===== src/rtl/alu_pkg.sv =====
// Shared definitions for the ALU result stage: skid-buffer state encoding
// and the layout of the {N,Z,C,V} flags nibble.
package alu_pkg;

  localparam int FLAG_W = 4;
  localparam int FLAG_N = 3;
  localparam int FLAG_Z = 2;
  localparam int FLAG_C = 1;
  localparam int FLAG_V = 0;

  // EMPTY: no entry held; ONE: main holds the head; FULL: main and skid both hold.
  typedef enum logic [1:0] {
    ST_EMPTY = 2'd0,
    ST_ONE   = 2'd1,
    ST_FULL  = 2'd2
  } stage_state_t;

endpackage


===== src/rtl/alu_flag_gen.sv =====
// Combinational flag generator: N and Z derived from the result value,
// C and V passed straight through from the upstream operation.
module alu_flag_gen
  import alu_pkg::*;
#(
  parameter int BUS_WIDTH = 8
) (
  input  logic [BUS_WIDTH-1:0] result,
  input  logic                 carry,
  input  logic                 overflow,
  output logic [FLAG_W-1:0]    flags
);

  // Assemble {N,Z,C,V} from the result and upstream status bits.
  always_comb begin
    flags         = {FLAG_W{1'b0}};
    flags[FLAG_N] = result[BUS_WIDTH-1];
    flags[FLAG_Z] = (result == {BUS_WIDTH{1'b0}});
    flags[FLAG_C] = carry;
    flags[FLAG_V] = overflow;
  end

endmodule


===== src/rtl/alu_result_stage.sv =====
// Registered ALU output stage: two-entry skid buffer (main + skid) with
// valid/ready on both sides, capture-time flag generation and the
// architectural flags register updated when a flag-writing result is consumed.
module alu_result_stage
  import alu_pkg::*;
#(
  parameter int BUS_WIDTH = 8
) (
  input  logic                 clk,
  input  logic                 rst_n,
  input  logic                 in_valid,
  output logic                 in_ready,
  input  logic [BUS_WIDTH-1:0] in_result,
  input  logic                 in_carry,
  input  logic                 in_overflow,
  input  logic                 in_flags_we,
  output logic                 out_valid,
  input  logic                 out_ready,
  output logic [BUS_WIDTH-1:0] out_result,
  output logic [FLAG_W-1:0]    out_flags,
  output logic [FLAG_W-1:0]    flags_q
);

  stage_state_t         state;
  stage_state_t         next_state;

  logic [BUS_WIDTH-1:0] main_result;
  logic [FLAG_W-1:0]    main_flags;
  logic                 main_we;
  logic [BUS_WIDTH-1:0] skid_result;
  logic [FLAG_W-1:0]    skid_flags;
  logic                 skid_we;

  logic [FLAG_W-1:0]    in_flags;
  logic                 in_fire;
  logic                 out_fire;
  logic                 load_main_in;
  logic                 load_main_skid;
  logic                 load_skid;

  alu_flag_gen #(
    .BUS_WIDTH (BUS_WIDTH)
  ) u_flag_gen (
    .result   (in_result),
    .carry    (in_carry),
    .overflow (in_overflow),
    .flags    (in_flags)
  );

  // Handshake decode: both ready and valid come only from the state register,
  // so out_ready never reaches in_ready combinationally.
  assign in_ready   = (state != ST_FULL);
  assign out_valid  = (state != ST_EMPTY);
  assign in_fire    = in_valid & in_ready;
  assign out_fire   = out_valid & out_ready;
  assign out_result = main_result;
  assign out_flags  = main_flags;

  // Next-state and entry-load selection for the skid buffer.
  always_comb begin
    next_state     = state;
    load_main_in   = 1'b0;
    load_main_skid = 1'b0;
    load_skid      = 1'b0;
    case (state)
      ST_EMPTY: begin
        if (in_fire) begin
          load_main_in = 1'b1;
          next_state   = ST_ONE;
        end else begin
          next_state   = ST_EMPTY;
        end
      end
      ST_ONE: begin
        if (in_fire && out_fire) begin
          load_main_in = 1'b1;
          next_state   = ST_ONE;
        end else if (in_fire) begin
          load_skid    = 1'b1;
          next_state   = ST_FULL;
        end else if (out_fire) begin
          next_state   = ST_EMPTY;
        end else begin
          next_state   = ST_ONE;
        end
      end
      ST_FULL: begin
        if (out_fire) begin
          load_main_skid = 1'b1;
          next_state     = ST_ONE;
        end else begin
          next_state     = ST_FULL;
        end
      end
      default: begin
        next_state = ST_EMPTY;
      end
    endcase
  end

  // State register.
  always_ff @(posedge clk or negedge rst_n) begin
    if (!rst_n) begin
      state <= ST_EMPTY;
    end else begin
      state <= next_state;
    end
  end

  // Main entry: loaded from the input or promoted from the skid entry.
  always_ff @(posedge clk or negedge rst_n) begin
    if (!rst_n) begin
      main_result <= {BUS_WIDTH{1'b0}};
      main_flags  <= {FLAG_W{1'b0}};
      main_we     <= 1'b0;
    end else if (load_main_in) begin
      main_result <= in_result;
      main_flags  <= in_flags;
      main_we     <= in_flags_we;
    end else if (load_main_skid) begin
      main_result <= skid_result;
      main_flags  <= skid_flags;
      main_we     <= skid_we;
    end
  end

  // Skid entry: catches the input while the head is stalled.
  always_ff @(posedge clk or negedge rst_n) begin
    if (!rst_n) begin
      skid_result <= {BUS_WIDTH{1'b0}};
      skid_flags  <= {FLAG_W{1'b0}};
      skid_we     <= 1'b0;
    end else if (load_skid) begin
      skid_result <= in_result;
      skid_flags  <= in_flags;
      skid_we     <= in_flags_we;
    end
  end

  // Architectural flags: updated only when a flag-writing head is consumed.
  always_ff @(posedge clk or negedge rst_n) begin
    if (!rst_n) begin
      flags_q <= {FLAG_W{1'b0}};
    end else if (out_fire && main_we) begin
      flags_q <= main_flags;
    end
  end

endmodule


===== config.mk =====
export PLATFORM = sky130hd
export DESIGN_NAME = alu_result_stage
export DESIGN_NICKNAME = d
export VERILOG_FILES = /design/src/rtl/alu_pkg.sv /design/src/rtl/alu_flag_gen.sv /design/src/rtl/alu_result_stage.sv
export SDC_FILE = /design/constraint.sdc
export NUM_CORES = 1
export LEC_CHECK = 0
export ABC_AREA = 1
export CAP_MARGIN = 20
export CORE_ASPECT_RATIO = 1.2
export CORE_MARGIN = 5
export CORE_UTILIZATION = 52
export CTS_CLUSTER_SIZE = 12
export DETAILED_ROUTE_END_ITERATION = 8
export GPL_ROUTABILITY_DRIVEN = 0
export MAX_ROUTING_LAYER = met4
export PLACE_DENSITY_LB_ADDON = 0.2
export SYNTH_ARGS = -nofsm -noshare
export SYNTH_HDL_FRONTEND = slang
export SYNTH_SLANG_ARGS = --single-unit

===== constraint.sdc =====
create_clock -name clk -period 2.15 [get_ports clk]
set_input_delay 0.645 -clock clk [delete_from_list [all_inputs] [get_ports clk]]
set_output_delay 0.645 -clock clk [all_outputs]
set_load 0.1 [all_outputs]

* Yosys cells after proc, flatten, opt, wreduce, memory -nomap -nowiden
Index checks and enable logic that the tools add are counted.
** Cells by class
- Muxes and demuxes :: 19
- Reductions and logical operators :: 6
- Eq/ne operators :: 3
- Bitwise logic cells :: 2
** Operators by type and width (number)
- $mux 8 :: 2
- $mux 1 :: 10
- $logic_not 8->1 :: 1
- $mux 4 :: 2
- $mux 2 :: 3
- $pmux 2 s3 :: 1
- $reduce_bool 2->1 :: 2
- $and 1x1->1 :: 2
- $eq 2x1->1 const B :: 1
- $eq 2x2->1 const B :: 1
- $logic_and 1x1->1 :: 2
- $logic_not 2->1 :: 1
- $ne 2x2->1 const B :: 1
- $pmux 1 s2 :: 1
** Storage, ports and cells
- Input port bits :: 15
- Flip-flop bits (word level) :: 32
- Logic and storage cells :: 38
- Output and inout bits :: 18

* Longest topological paths before layout
- Word-level depth :: 6
- Mapped depth :: 9

* By module
From an unflattened synthesis, not the netlist that was laid out.
** Unflattened totals
- Cell total of the unflattened synthesis :: 204
- Area total of the unflattened synthesis :: 1660.3 um2
** Modules (own cells, without submodules)
- alu_result_stage :: sequential area each 800.8 um2, times used 1, cells an instance 194, area an instance 1611.5 um2
- alu_flag_gen :: sequential area each 0.0 um2, times used 1, cells an instance 10, area an instance 48.8 um2

* Least setup slack after synthesis
OpenSTA, ideal clock, no wires.
- Path kind :: flip-flop to output port
- Start :: reg main_result[7], in the netlist out_result[7]
- End :: out out_result[7]
- Cell stages (with the launch flop) :: 2
- Buffers on the path :: 1
- Arrival time :: 1.356 ns
- Setup slack :: 0.149 ns
- Cell sequence :: dfrtp_1 buf_4
** RTL lines
- start: declaration :: RTL line alu_result_stage.sv:27 : logic [BUS_WIDTH-1:0] main_result;
- start signal: assignment :: RTL line alu_result_stage.sv:113 : main_result <= {BUS_WIDTH{1'b0}};
- start signal: assignment :: RTL line alu_result_stage.sv:117 : main_result <= in_result;
- start signal: assignment :: RTL line alu_result_stage.sv:121 : main_result <= skid_result;
- end: declaration :: RTL line alu_result_stage.sv:19 : output logic [BUS_WIDTH-1:0] out_result,
No word-level cell between the ends.

* Worst setup path after layout
- Start :: reg state[0]
- End :: out out_valid
** On the way
- Longest elaborated chain between the ends :: 1
** RTL lines
- start: declaration :: RTL line alu_result_stage.sv:24 : stage_state_t state;
- start signal: assignment :: RTL line alu_result_stage.sv:106 : state <= next_state;
- $reduce_bool 2->1 :: RTL line alu_result_stage.sv:53 : assign out_valid = (state != ST_EMPTY);
- end: declaration :: RTL line alu_result_stage.sv:17 : output logic out_valid,
Every way passes these cells.

==> impl_results.md <==
- DRC: 0
- Core area: 2500 um2
- All-Layer GR Usage: 20.6%
- Die width: 56.5 um
- ANT nets after route: 0
- Setup Buffers After CTS: 0
- First-pass GRT wire length: 5760 um
- Setup tns final: 0 ns
- Max_slew headroom: 73.6%
- CP peak stage delay: 0.45 ns
- Worst reg2reg path depth: 8
- Row count: 20
- CTS tree: yes
- Area Growth Syn to Fin: 41.7%
- Antenna diode count: 0
- Hold depth: 2
- Final Hold Viols: 0
- Number of buffers added on ports: 32
- Arr. time, crit path: 1.25 ns
- Total gr overflow: 0
- Top cell type's share of synthesized area: 55.7%
- Post-Syn Nets: 179
- Vias per cell: 5.20
- RSZ-0062 raised after global routing: false
- DP HPWL: 2280 um
- Max Cap Viol: 0
- Clk sinks: 30
- Synth unique cells: 15
- Initial Util: 53.9%
- First-pass DRT Iterations: 4
- Req. time, crit path: 1.50 ns
- Yosys warns: 0
- Status: complete, no violations
- Critical path type: reg2out
- Critical path capture point type: output pin
- Crit-path cells: nor2_1 > inv_1 > buf_12
- Setup crit start kind: flop
- Synthesized area per cell: 8.27 um2
- Drt total wl: 3290 um
- Synth Cell Area: 1350 um2
- Synth area leaders: dfrtp_1 (56%), nand2_1 (20%), nand3_1 (11%)
- Fmax: 529 MHz
- Die Span Y: 65.8 um
- Layout cells sized above 1: 18.9%
- Vias: 1216
- TritonCTS buffer count: 5
- Nets: 216
- Flop-to-flop setup slack: 0.68 ns
- Initial antenna violation count: 0
- Post-Syn Instances: 163
- FF+latch count, synth: 30
- Setup violators final: 0
- Core Util, Final: 76.4%
- Setup Skew: 0.0103 ns
- Largest net degree at the start of global routing: 31
- DRT iter0 DRCs: 39
- Area leader, netlist: dfrtp_1
- CP Depth: 3
- Hold WC Path Type: reg2reg
- H-tree Lvls: 2
- Root buf cell: clkbuf_4
- Delay-heaviest family, CP: flip-flops
- CP bufs+invs: 2
- Final setup margin: 0.259 ns
- # hold bufs at CTS: 0
- PostCTS Resize Cnt: 0
- Pins Over Slew Limit: 0
- DR WL/cell: 14.1 um
- Worst-Margin Slew: 0.396 ns
- DIE AREA: 3720 um2
- Hold WS: 0.489 ns
- Clock tree buffer depth: 2
- Clk pin slew, worst setup/hold paths: 0.10 ns
- Final period util: 87.9%
- Min Tclk post-route: 1.89 ns
- Crit path max fanout: 5
- Ports: 33
- Place WS: 0.00511 ns
- Clk_lat worst skew: 0.33 ns
- Critical-path top delay cell: dfrtp_1
- Register area share after synthesis: 55.7%
- Number of global-route vias before repair: 1300
==> per-layer routing <==
layer	wire length [um]	GRT usage (%)	vias to the layer above	part of all wire [%]
li1	-	-	587	-
met5	0	-	-	0
met1	1260	22.8	569	38
met4	82	10.4	0	2.5
met3	187	5.08	11	5.7
met2	1760	34.4	49	53
==> cell usage in the layout (no fill, tap or decap), drive strengths merged, types with 2 or more instances in the layout <==
cell | synthesis | routed
clkinv | 0 | 2
nor2 | 8 | 8
clkdlybuf4s50 | 0 | 14
nand2 | 74 | 74
clkbuf | 0 | 5
inv | 9 | 9
buf | 7 | 23
nand3 | 31 | 31
dfrtp | 30 | 30
==> registers in the layout (all words and copies together), names as in the netlist <==
register,cells
out_result,8
state,2
skid_result,8
out_flags,3
main_we,1
skid_we,1
flags_q,4
skid_flags,3
==> cell usage after synthesis (all sizes together) <==
cell	instances
nand2	74
nand3	31
dfrtp	30
inv	9
nor2	8
buf	7
a21oi	1
ha	1
o211ai	1
o21ai	1
==> cell families after synthesis <==
| kind of cell | count (synthesis) | share of synthesized area, % |
|---|---|---|
| adders and majority gates | 1 | 0.927 |
| AOI/OAI and AO/OA | 3 | 1.30 |
| and+or+nand+nor | 113 | 35.4 |
| DFF | 30 | 55.7 |
| buffers and inverters | 16 | 6.68 |
==> cell type report <==
cell class              instances  area [um2]
flip-flops and latches         30         751
fillers                       173         591
multi-input cells             117         508
repair buffers                 37         500
well taps                      33        41.3
clock inverters                 3        40.0
clock buffers                   5        37.5
inverters                       9        33.8
==> through the flow <==
| stage | cell area [um2] | std cells |
|---|---|---|
| 3_5_place_dp | 1830 | 226 |
| 5_1_grt | 1910 | 234 |
| 6_report | 1910 | 234 |
| 2_1_floorplan | 1350 | 163 |
| 4_1_cts | 1910 | 234 |
| 3_3_place_gp | 1830 | 226 |
==> worst register-to-register path: stages, from the launching register on <==
cell     delay [ns]
dfrtp_1        0.45
nor2_1         0.19
nor2_2         0.06
inv_1          0.06
ha_1           0.17
nand3_2        0.11
buf_4          0.20
nand2_1        0.07
nand2_1        0.05
==> final timing paths <==
check,from,to
setup / recovery,state[0],out_valid
hold / removal,skid_flags[2],out_flags[2]
setup reg to reg,state[0],skid_result[1]
hold reg to reg,skid_flags[2],out_flags[2]
max in group asynchronous,rst_n,skid_result[2]
min in group asynchronous,rst_n,flags_q[3]
Power is not shown: default switching activity piles up to over one toggle a cycle in this logic, so the estimate is an artifact.
